==> src/rtl/gen_logic_pkg.sv <==
// Shared constants and helpers for the generate-selected bitwise operator FIFO.
package gen_logic_pkg;

  localparam int MODE_AND  = 0;
  localparam int MODE_OR   = 1;
  localparam int MODE_XOR  = 2;
  localparam int MODE_XNOR = 3;

  // Constant-foldable ceiling log2; evaluated at elaboration for widths.
  function automatic int clog2(input int value);
    int r;
    r = 0;
    for (int i = 0; i < 31; i++) begin
      if ((1 << i) < value) r = i + 1;
    end
    return r;
  endfunction

endpackage

==> src/rtl/gen_logic_op.sv <==
// Single-lane bitwise operator, chosen at elaboration time; purely combinational.
module gen_logic_op
  import gen_logic_pkg::*;
#(
  parameter int WIDTH    = 8,
  parameter int MODE     = 0,
  parameter int INVERT_A = 0
) (
  input  logic [WIDTH-1:0] a,
  input  logic [WIDTH-1:0] b,
  output logic [WIDTH-1:0] r
);

  logic [WIDTH-1:0] op_a;

  if (INVERT_A != 0) begin : g_inv
    assign op_a = ~a;
  end else begin : g_pass
    assign op_a = a;
  end

  // Unknown MODE values deliberately fall back to AND.
  case (MODE)
    MODE_OR:   begin : g_or   assign r = op_a | b;    end
    MODE_XOR:  begin : g_xor  assign r = op_a ^ b;    end
    MODE_XNOR: begin : g_xnor assign r = ~(op_a ^ b); end
    default:   begin : g_and  assign r = op_a & b;    end
  endcase

endmodule

==> src/rtl/gen_logic_fifo.sv <==
// CHANNELS-lane bitwise operator whose results are queued in a DEPTH-entry FIFO.
module gen_logic_fifo
  import gen_logic_pkg::*;
#(
  parameter int WIDTH    = 8,
  parameter int CHANNELS = 2,
  parameter int MODE     = 0,
  parameter int INVERT_A = 0,
  parameter int DEPTH    = 4
) (
  input  logic                      clock,
  input  logic                      reset,
  input  logic                      in_valid,
  output logic                      in_ready,
  input  logic [CHANNELS*WIDTH-1:0] in_a,
  input  logic [CHANNELS*WIDTH-1:0] in_b,
  output logic                      out_valid,
  input  logic                      out_ready,
  output logic [CHANNELS*WIDTH-1:0] out_data,
  output logic [clog2(DEPTH):0]     level,
  output logic [15:0]               xfer_count
);

  localparam int AW = clog2(DEPTH);
  localparam int LW = AW + 1;
  localparam int DW = CHANNELS * WIDTH;

  logic [DW-1:0] result;
  logic [DW-1:0] mem [DEPTH];
  logic [AW-1:0] wr_ptr;
  logic [AW-1:0] rd_ptr;
  logic          push;
  logic          pop;

  for (genvar k = 0; k < CHANNELS; k++) begin : g_lane
    gen_logic_op #(
      .WIDTH   (WIDTH),
      .MODE    (MODE),
      .INVERT_A(INVERT_A)
    ) u_op (
      .a(in_a[k*WIDTH +: WIDTH]),
      .b(in_b[k*WIDTH +: WIDTH]),
      .r(result[k*WIDTH +: WIDTH])
    );
  end

  // Handshake: a beat transfers on a side when valid and ready are both high at
  // the rising edge. in_ready ignores out_ready, so a full FIFO refuses input even
  // while it is being popped; out_valid never depends on in_valid (no bypass).
  assign in_ready  = (level != LW'(DEPTH));
  assign out_valid = (level != '0);
  assign push      = in_valid & in_ready;
  assign pop       = out_valid & out_ready;
  assign out_data  = out_valid ? mem[rd_ptr] : '0;

  // Storage is not reset; stale entries are unreachable once pointers clear.
  always_ff @(posedge clock) begin
    if (push && !reset) mem[wr_ptr] <= result;
  end

  always_ff @(posedge clock) begin
    if (reset) begin
      wr_ptr     <= '0;
      rd_ptr     <= '0;
      level      <= '0;
      xfer_count <= '0;
    end else begin
      if (push) begin
        wr_ptr     <= wr_ptr + AW'(1);
        xfer_count <= xfer_count + 16'd1;
      end
      if (pop) rd_ptr <= rd_ptr + AW'(1);
      case ({push, pop})
        2'b10:   level <= level + LW'(1);
        2'b01:   level <= level - LW'(1);
        default: level <= level;
      endcase
    end
  end

endmodule

==> config.mk <==
export PLATFORM = sky130hd
export DESIGN_NAME = gen_logic_fifo
export DESIGN_NICKNAME = d
export VERILOG_FILES = /design/src/rtl/gen_logic_pkg.sv /design/src/rtl/gen_logic_op.sv /design/src/rtl/gen_logic_fifo.sv
export SDC_FILE = /design/constraint.sdc
export NUM_CORES = 1
export LEC_CHECK = 0
export ABC_AREA = 1
export ABC_CLOCK_PERIOD_IN_PS = 3200
export CORE_MARGIN = 3
export CORE_UTILIZATION = 41
export CTS_BUF_LIST = sky130_fd_sc_hd__clkbuf_4
export DETAILED_ROUTE_END_ITERATION = 8
export DONT_BUFFER_PORTS = 1
export MAX_ROUTING_LAYER = met4
export SYNTH_ARGS = -nofsm -noshare
export SYNTH_HDL_FRONTEND = slang
export SYNTH_SLANG_ARGS = --single-unit
==> constraint.sdc <==
create_clock -name clock -period 3.2 [get_ports clock]
set_input_delay 0.8 -clock clock [delete_from_list [all_inputs] [get_ports clock]]
set_output_delay 0.8 -clock clock [all_outputs]
set_load 0.02 [all_outputs]
# [Yosys cells after proc, flatten, opt, wreduce, memory -nomap -nowiden]
# Memory sizes are Yosys's and may differ from the RTL's. A register that Yosys moved wholly into a read port is not among the register bits.
# Index checks and enable logic that the tools add are counted.
[word_totals] latch_bits=0 wordCells=27 mem_bits_rw=64 input_bits=36 memories=1 output_inout_bits=37 regBits=23 rom_bits=0
[mem_list] memory="mem" words=4 word_bits=16 read_ports=1 rd_ports_with_merged_regs=1 write_ports=1 line_no="gen_logic_fifo.sv:29" rtl="logic [DW-1:0] mem [DEPTH];"
[op_classes] n_mux=6 n_shift=0 div_mod_pow=0 order_cmp=0 n_mul=0 bitwise_logic=4 reduce_logical=4 add_sub_neg=5 eq_ne=3
[ops] operator="$add 16x1->16 const B" count=1
[ops] operator="$and 8x8->8" count=2
[ops] operator="$mux 16" count=1
[ops] operator="$pmux 3 s2" count=1
[ops] operator="$add 2x1->2 const B" count=2
[ops] operator="$mux 2" count=2
[ops] operator="$add 3x1->3 const B" count=1
[ops] operator="$ne 3x3->1 const B" count=1
[ops] operator="$reduce_bool 3->1" count=1
[ops] operator="$sub 3x1->3 const B" count=1
[ops] operator="$and 1x1->1" count=2
[ops] operator="$eq 2x1->1 const B" count=1
[ops] operator="$eq 2x2->1 const B" count=1
[ops] operator="$mux 1" count=2
[ops] operator="$reduce_bool 2->1" count=1
[ops] operator="$logic_and 1x1->1" count=1
[ops] operator="$logic_not 1->1" count=1

# [Logic depth before layout (Yosys ltp)]
# Gate-level depths: netlist of run 1.
[depth] depth_word=5 ltp_mapped=12 depth_no_buf=12

# [By module]
# From an unflattened synthesis of run 1, not the netlist that was laid out.
[unflattened] hier_cells=410 area_unflattened_um2=3916.3
[by_module_without_submodules] mod="gen_logic_fifo" cells_each=378 seq_area_each_um2=2422.3 area_per_inst_um2=3796.1 instances=1
[by_module_without_submodules] mod="gen_logic_op" cells_each=16 seq_area_each_um2=0.0 area_per_inst_um2=60.1 instances=2

# [Worst setup path after synthesis of run 1]
# OpenSTA, ideal clock, no wires.
[synth_timing] path_type="input to register" startpoint="input reset" endpoint="memory mem[0][0] (netlist bit), enable pin" arrival_time_ns=1.945 setup_time_ns=0.389 required_ns=2.811 cell_stages=4 path_buffers=1 path_slack_ns=0.867 path_cell_list="inv_1 -> clkbuf_1 -> nand2_1 -> nor2_1"
[synth_via] elab_chain_cells=4
[synth_rtl] element="from (decl)" line_no="gen_logic_fifo.sv:12" rtl="input logic reset,"
[synth_rtl] element="$logic_not 1->1" line_no="gen_logic_fifo.sv:58" rtl="if (push && !reset) mem[wr_ptr] <= result;"
[synth_rtl] element="$logic_and 1x1->1" line_no="gen_logic_fifo.sv:58"
[synth_rtl] element="$mux 1" line_no="gen_logic_fifo.sv:58"
[synth_rtl] element="$mux 1 (implied by the code)" line_no="gen_logic_fifo.sv:58"
[synth_rtl] element="to (decl)" line_no="gen_logic_fifo.sv:29"
# No other way between the ends.

# [Worst setup path after layout of run 1]
[layout_timing] startpoint="register level[2]" endpoint="output out_data[1]"
[layout_via] elab_chain_cells=2
[layout_rtl] element="from (decl)" line_no="gen_logic_fifo.sv:20" rtl="output logic [clog2(DEPTH):0] level,"
[layout_rtl] element="from (signal assigned)" line_no="gen_logic_fifo.sv:74" rtl="2'b10: level <= level + LW'(1);"
[layout_rtl] element="from (signal assigned)" line_no="gen_logic_fifo.sv:75" rtl="2'b01: level <= level - LW'(1);"
[layout_rtl] element="from (signal assigned)" line_no="gen_logic_fifo.sv:76" rtl="default: level <= level;"
[layout_rtl] element="$reduce_bool 3->1" line_no="gen_logic_fifo.sv:51" rtl="assign out_valid = (level != '0);"
[layout_rtl] element="named net out_valid" line_no="gen_logic_fifo.sv:17" rtl="output logic out_valid,"
[layout_rtl] element="$mux 16" line_no="gen_logic_fifo.sv:54" rtl="assign out_data = out_valid ? mem[rd_ptr] : '0;"
[layout_rtl] element="to (decl)" line_no="gen_logic_fifo.sv:19" rtl="output logic [CHANNELS*WIDTH-1:0] out_data,"
# The timed path passes the listed nets, and every way through them passes these cells.

==> reports/qor.csv, run 1 <==
stage;metric;value;unit
clocking;clock insertion delay at the later pin of the skew report;440;ps
die;# rows;35;
timing;fin crit share;95.0;%
detailed_routing;wire length per cell;13.8;um
clocking;number of buffers added by the clock tree synthesis step;9;
job;count of max-cap constraint violations;0;
timing;worst hold slack after final layout;416;ps
layout;Core Util, Final;45.5;%
setup_path;top fanout value on the critical path;16;
layout;final antenna diode count;0;
status;run status;finished, final reports clean;
die;area enclosed by the die boundary;10800;um^2
setup_path;startpoint of the worst-slack reg-to-reg timing path;level[2];
placed_design;dpl hpwl;4940;um
setup_path;start point of the critical path;level[2];
detailed_routing;number of routed nets with antenna violations;0;
placed_design;Post-Place Setup Slack;601;ps
global_routing;global-route wire length before repair;12200;um
synth;top-area cell type share of the netlist area;49.1;%
synth;Cells after Synth;410;
clocking;CTS HTree Levels;3;
detailed_routing;vias;2616;
die;Chip Height;104;um
setup_path;Crit. End Element;primary output;
setup_path;CP arrival;2240;ps
clocking;Resize count post-CTS;0;
detailed_routing;Metal-1 WL;3200;um
detailed_routing;DRC violation count after routing;0;
clocking;Root Driver;clkbuf_4;
placed_design;port bufs;0;
die;count of pins on the block boundary;73;
timing;transition time at the pin with the least slew margin;621;ps
pwr;maximum ir drop on the vdd rail;0.392;mV
detailed_routing;Met2 Wirelength;3750;um
global_routing;largest net degree at the start of global routing;23;
setup_path;Req. time, crit path;2400;ps
clocking;Post-CTS Hold Fix Bufs;0;
synth;cell area after synthesis;3920;um^2
detailed_routing;first-pass detailed-route iteration total;4;
pwr;static leakage;0.00161;uW
setup_path;reg2reg end;level[2];
synth;dominant cell type by area after synthesis;edfxtp_1;
layout;ratio of cells with drive above 1 in the final layout;10.7;%
placed_design;GP Congestion;0.726;
setup_path;r2r setup slk;920;ps
synth;total nets after synthesis;453;
pwr;power per unit of standard cell area;648;nW/um^2
setup_path;CP endpoint;out_data[1];
min_path;Cells on Worst Hold Path;1;
timing;total count of hold-check failures in the final report;0;
global_routing;via count of the first global-routing pass;2563;
die;horizontal die dimension;104;um
synth;post-synthesis sequential area ratio;61.9;%
min_path;Worst Min Path Start;reset;
clocking;clk slew on worst S/H paths;140;ps
layout;net count of the finished layout;458;
timing;minimum clock period;3040;ps
synth;distinct cell type count after synthesis;27;
clocking;count of clock tree sinks;89;
die;Core Area;9240;um^2
detailed_routing;post-DR vias/cell;4.77;
timing;RSZ-0062 raised after global routing;true;
global_routing;number of antenna violations at the first check in global routing;0;
detailed_routing;met3 wirelength from detailed routing;436;um
global_routing;grt total ovfl;0;
setup_path;category of the worst setup path launch point;register;
clocking;CTS Buffer Depth;2;
timing;final max-slew violation count;0;
timing;FMAX;329;MHz
detailed_routing;Max Used Layer;met4;
synth;flip-flop and latch count after synthesis;89;
synth;Synth Warn #;0;
layout;synthesis-to-layout area growth;7.38;%
pwr;final total power;2730;uW
timing;headroom to the max-slew limit;58.6;%
synth;leading cell types by total area after synthesis;edfxtp_1 49%, dfxtp_1 13%, nor2_1 9.5%, nand2_1 5.5%, inv_1 4.1%;
setup_path;r2r worst-path depth;12;
min_path;type of the most critical hold path;in2reg;
timing;setup-violating endpoint count in the final report;0;
clocking;TritonCTS clock tree;yes;
clocking;number of setup buffers added after CTS;0;
detailed_routing;Iter 0 DRT Violations;86;
synth;average cell area after synthesis;9.55;um^2
timing;final clock skew;14.5;ps
detailed_routing;post-detailed-routing wire length;7570;um
setup_path;kind of critical path;reg2out;
die;initial cell density of the core;42.4;%
global_routing;total global routing track utilization;14.7;%
timing;worst setup margin;159;ps
-- critical path, stage by stage, from the launching register on --
cell     delay (ps)
dfxtp_1         540
inv_1           120
nand2_1         280
inv_1           360
a21oi_1         510
-- cells in the mapped netlist, drive strengths merged --
master,number
a21oi,30
and2,1
and3,1
buf,9
clkbuf,5
dfxtp,25
edfxtp,64
fa,1
ha,6
inv,45
nand2,64
nand3,9
nand4,1
nor2,107
o21ai,39
o21bai,1
xor2,2
-- how the worst min path moves through the flow --
stage / end / slack (ps)
floorplan: register / 430
global placement: rd_ptr[1] / 450
detailed placement: rd_ptr[1] / 450
CTS: xfer_count[3] / 380
global route: xfer_count[4] / 380
finish: xfer_count[4] / 420
-- stage by stage --
stage | setup TNS (ps) | std cells | cell area, um^2
2_1_floorplan | 0 | 410 | 3920
6_report | 0 | 549 | 4210
3_5_place_dp | 0 | 533 | 4080
5_1_grt | -0.472 | 549 | 4210
3_3_place_gp | 0 | 533 | 4080
4_1_cts | 0 | 549 | 4200
-- logic make-up (layout without fill, tap and decap cells) --
kind of cell             count (synthesis)  in the layout  synth area share [%]
AND/OR/NAND/NOR                        183            183                  20.1
buffers and inverters                   59             69                  6.17
flip-flops                              89             89                  61.9
XOR/XNOR                                 2              2                 0.447
AO/OA/AOI/OAI                           70             70                  9.01
adder cells (fa/ha/maj)                  7              7                  2.43
-- where the power goes --
group | total [uW] | internal [uW] | switching (uW) | leakage, uW
clock | 588 | 176 | 413 | 0.0000713
combinational | 751 | 175 | 576 | 0.000748
sequential | 1390 | 1310 | 74.0 | 0.000795
-- cells in the final DEF, fill, tap and decap left out --
master	Yosys	routed
nor2_4	5	5
nand4_1	1	1
o21bai_1	1	1
nand2_2	5	5
nand2_8	1	1
inv_2	2	2
nand2_4	1	1
inv_8	0	1
and3_1	1	1
a21oi_1	30	29
nand3_1	9	9
inv_1	43	43
buf_4	0	8
nand2_1	57	57
a21oi_2	0	1
nor2_2	3	7
o21ai_0	31	31
clkinv_1	0	1
dfxtp_1	25	25
and2_1	1	1
ha_1	6	6
clkinv_4	0	1
o21ai_1	8	8
fa_1	1	1
edfxtp_1	64	64
clkbuf_4	0	9
nor2_1	99	95
xor2_1	2	2
inv_6	0	4
-- flip-flops by register name, summed over array words and instances, names as in the netlist, named ones only --
signal	cells
rd_ptr	2
wr_ptr	2
xfer_count	16
level	3
mem	64
-- cell type report --
type / count / area (um^2)
Inverter: 45 / 169
Fill cell: 890 / 5030
Tap cell: 129 / 161
Timing Repair Buffer: 8 / 60.1
Sequential cell: 89 / 2420
Multi-Input combinational cell: 262 / 1270
Clock buffer: 9 / 67.6
Clock inverter: 7 / 58.8
-- metal layers --
metal | vias to the layer above | track usage, %
li1 | 1348 | -
met2 | 64 | 24.3
met1 | 1187 | 17.0
met5 | - | -
met3 | 17 | 3.80
met4 | 0 | 6.74
Power figures use the tool's default switching activity.
==> run 2: changes to the inputs <==
Settings changed: ABC_AREA 1 to unset.
==> reports/qor.csv, run 2 <==
stage;metric;value;unit;change
global_routing;via count of the first global-routing pass;1962;;was 2,563
synth;top-area cell type share of the netlist area;51.8;%;was 49.1%
die;Chip Height;101;um;was 104 um
pwr;power per unit of standard cell area;688;nW/um^2;was 648 nW/um^2
clocking;TritonCTS clock tree;yes;;unchanged
pwr;internal power consumption;1800;uW;was 1660 uW
detailed_routing;post-detailed-routing wire length;6410;um;was 7570 um
setup_path;worst-path cell with the longest stage delay;dfxtp_1;;unchanged
detailed_routing;post-DR vias/cell;5.24;;was 4.77
pwr;power share of the combinational group;28.7;%;was 27.5%
pwr;fraction of power spent switching nets;33.9;%;was 39.0%
synth;leading cell types by total area after synthesis;edfxtp_1 52%, dfxtp_1 13%, mux4_2 9.7%, and2_1 6.2%, ha_1 2.0%;;was edfxtp_1 49%, dfxtp_1 13%, nor2_1 9.5%, nand2_1 5.5%, inv_1 4.1%
job;count of max-cap constraint violations;0;;unchanged
timing;fin crit share;85.0;%;was 95.0%
timing;setup-violating endpoint count in the final report;0;;unchanged
synth;Cells after Synth;253;;was 410
timing;final clock skew;13.3;ps;was 14.5 ps
setup_path;r2r worst-path depth;9;;was 12
synth;total nets after synthesis;296;;was 453
clocking;clock insertion delay at the later pin of the skew report;420;ps;was 440 ps
layout;most common cell after layout, fill and taps aside;edfxtp_1;;was nor2_1
layout;register ranked first by flip-flop count;mem;;unchanged
setup_path;Buffers & Inverters on Critical Path;2;;unchanged
placed_design;dpl hpwl;4230;um;was 4940 um
setup_path;series of cell instances along the critical path;nor3b_2 > inv_2 > nand2_1 > ha_1 > inv_1 > fa_1 > xor2_1 > or3_1 > a21oi_1;;was inv_1 > nand2_1 > inv_1 > a21oi_1
pwr;final total power;2720;uW;was 2730 uW
layout;final antenna diode count;0;;unchanged
timing;RSZ-0062 raised after global routing;false;;was true
synth;dominant cell type by area after synthesis;edfxtp_1;;unchanged
pwr;sequential power share;51.6;%;was 50.9%
synth;average cell area after synthesis;14.7;um^2;was 9.55 um^2
setup_path;r2r setup slk;480;ps;was 920 ps
placed_design;GP Congestion;0.748;;was 0.726
timing;FMAX;368;MHz;was 329 MHz
setup_path;Critical Path Max Stage Delay;510;ps;was 540 ps
layout;most frequent cells in the layout;64 x edfxtp_1, 37 x and2_1, 25 x dfxtp_1;;was 95 x nor2_1, 64 x edfxtp_1, 57 x nand2_1
pwr;maximum ir drop on the vdd rail;0.235;mV;was 0.392 mV
timing;TNS Setup;0;ps;unchanged
global_routing;global-route wire length before repair;10100;um;was 12,200 um
global_routing;grt total ovfl;0;;unchanged
layout;Core Util, Final;45.2;%;was 45.5%
timing;headroom to the max-slew limit;44.2;%;was 58.6%
layout;ratio of cells with drive above 1 in the final layout;17.0;%;was 10.7%
detailed_routing;first-pass detailed-route iteration total;4;;unchanged
setup_path;top fanout value on the critical path;8;;was 16
synth;async set-reset flop share out of synthesis;0;%;unchanged
setup_path;reg2reg end;level[2];;unchanged
die;area enclosed by the die boundary;10200;um^2;was 10,800 um^2
layout;synthesis-to-layout area growth;6.78;%;was 7.38%
die;Core Area;8760;um^2;was 9240 um^2
setup_path;startpoint of the worst-slack reg-to-reg timing path;level[2];;unchanged
setup_path;kind of critical path;reg2reg;;was reg2out
global_routing;largest net degree at the start of global routing;27;;was 23
setup_path;Req. time, crit path;3570;ps;was 2400 ps
synth;Synth Warn #;0;;unchanged
detailed_routing;Iter 0 DRT Violations;57;;was 86
die;count of pins on the block boundary;73;;unchanged
min_path;Cells on Worst Hold Path;1;;unchanged
layout;Largest regs;mem (64), xfer_count (16), level (3);;unchanged
detailed_routing;number of routed nets with antenna violations;0;;unchanged
setup_path;category of cells accounting for the largest share of critical-path delay;simple AND/OR/NAND/NOR gates;;was flip-flops
layout;net count of the finished layout;303;;was 458
synth;post-synthesis sequential area ratio;65.3;%;was 61.9%
synth;count of flip-flops with a built-in enable after synthesis;64;;unchanged
clocking;number of buffers added by the clock tree synthesis step;9;;unchanged
timing;total count of hold-check failures in the final report;0;;unchanged
timing;transition time at the pin with the least slew margin;836;ps;was 621 ps
synth;flip-flop and latch count after synthesis;89;;unchanged
die;initial cell density of the core;42.3;%;was 42.4%
timing;final max-slew violation count;0;;unchanged
synth;flip-flop cell with the highest count after synthesis;edfxtp_1;;unchanged
setup_path;Crit. End Element;register;;was primary output
detailed_routing;vias;1956;;was 2,616
detailed_routing;DRC violation count after routing;0;;unchanged
setup_path;category of the worst setup path launch point;register;;unchanged
synth;cell area after synthesis;3710;um^2;was 3920 um^2
clocking;CTS Buffer Depth;2;;unchanged
timing;minimum clock period;2720;ps;was 3040 ps
die;# rows;34;;was 35
die;horizontal die dimension;101;um;was 104 um
detailed_routing;wire length per cell;17.2;um;was 13.8 um
placed_design;port bufs;0;;unchanged
synth;most numerous cell in the Yosys netlist;edfxtp_1;;was nor2_1
clocking;CTS HTree Levels;3;;unchanged
min_path;Worst Hold Path EP;level[0];;was xfer_count[4]
layout;total of fill cells in the finished design;776;;was 890
clocking;Root Driver;clkbuf_4;;unchanged
pwr;Net Sw Power;923;uW;was 1060 uW
clocking;Post-CTS Hold Fix Bufs;0;;unchanged
pwr;static leakage;0.00128;uW;was 0.00161 uW
synth;most frequent cells after synthesis;64 x edfxtp_1, 37 x and2_1, 25 x dfxtp_1;;was 99 x nor2_1, 64 x edfxtp_1, 57 x nand2_1
clocking;number of setup buffers added after CTS;0;;unchanged
layout;number of flip-flops in the largest register;64;;unchanged
min_path;type of the most critical hold path;in2reg;;unchanged
global_routing;number of antenna violations at the first check in global routing;0;;unchanged
pwr;fraction of power consumed by the clock network;19.7;%;was 21.6%
clocking;Resize count post-CTS;0;;unchanged
global_routing;total global routing track utilization;13.6;%;was 14.7%
clocking;clk slew on worst S/H paths;140;ps;about the same
clocking;count of clock tree sinks;89;;unchanged
synth;distinct cell type count after synthesis;32;;was 27
status;run status;finished, final reports clean;;unchanged
min_path;Worst Min Path Start;reset;;unchanged
setup_path;CP arrival;3090;ps;was 2240 ps
[run 2: worst max-delay path by stage]
stage / from / to / slack (ps) / cells after the start
2_1_floorplan: level[2] / level[2] / 830 / 9
3_3_place_gp: level[2] / level[2] / 570 / 9
3_5_place_dp: level[2] / level[2] / 500 / 9
4_1_cts: register / out_data[15] / 460 / 3
5_1_grt: level[2] / level[2] / 300 / 9
6_report: level[2] / level[2] / 480 / 9
[run 2: power by group through the flow]
stage	logic (uW)	clock network [uW]	registers, uW
6_report	782	536	1410
5_1_grt	863	604	1420
4_1_cts	807	561	1410
3_5_place_dp	807	0	1430
3_3_place_gp	789	0	1430
2_1_floorplan	665	0	1410
[run 2: per-layer routing]
metal | track usage (%) | wire length, um | vias up
met3 | 3.25 | 353 | 8
met1 | 16.9 | 2730 | 951
met4 | 6.13 | 104 | 0
met5 | - | 0 | -
li1 | - | - | 943
met2 | 21.3 | 3220 | 54
[run 2: cell type report]
cell class              instances  area [um^2]  area share [%]
clock inverters                 5         32.5           0.821
multi-input cells             145         1210            30.6
flip-flops and latches         89         2420            61.2
well taps                     108          135            3.41
clock buffers                  11         82.6            2.09
inverters                      10         37.5           0.948
repair buffers                  5         37.5           0.948
[run 2: through the flow]
| step | hold slack (ps) | std cells | cell area [um^2] | setup slack, ps |
|---|---|---|---|---|
| final | 425 | 373 | 3960 | 480 |
| after floorplan | 469 | 253 | 3710 | 830 |
| after detailed placement | 490 | 357 | 3840 | 499 |
| after global placement | 478 | 357 | 3840 | 573 |
| after CTS | 384 | 373 | 3960 | 461 |
| after global routing | 374 | 373 | 3960 | 305 |
[run 2: logic make-up (layout without fill, tap and decap cells)]
kind of cell | Yosys count | after routing | synth area share, %
buf+inv | 19 | 31 | 1.99
compound gates | 17 | 17 | 2.50
mux | 17 | 17 | 10.0
simple gates | 91 | 91 | 14.5
fa+ha+maj | 7 | 7 | 2.56
xor+xnor | 13 | 13 | 3.07
flops | 89 | 89 | 65.3
[run 2: worst reg2reg max path: cells and delay by family (launching register included)]
kind	cells	cell delay, ps
adder cells (fa/ha/maj)	2	600
AO/OA/AOI/OAI	1	140
AND/OR/NAND/NOR	3	980
XOR/XNOR	1	160
buffers and inverters	2	270
flip-flops	1	510
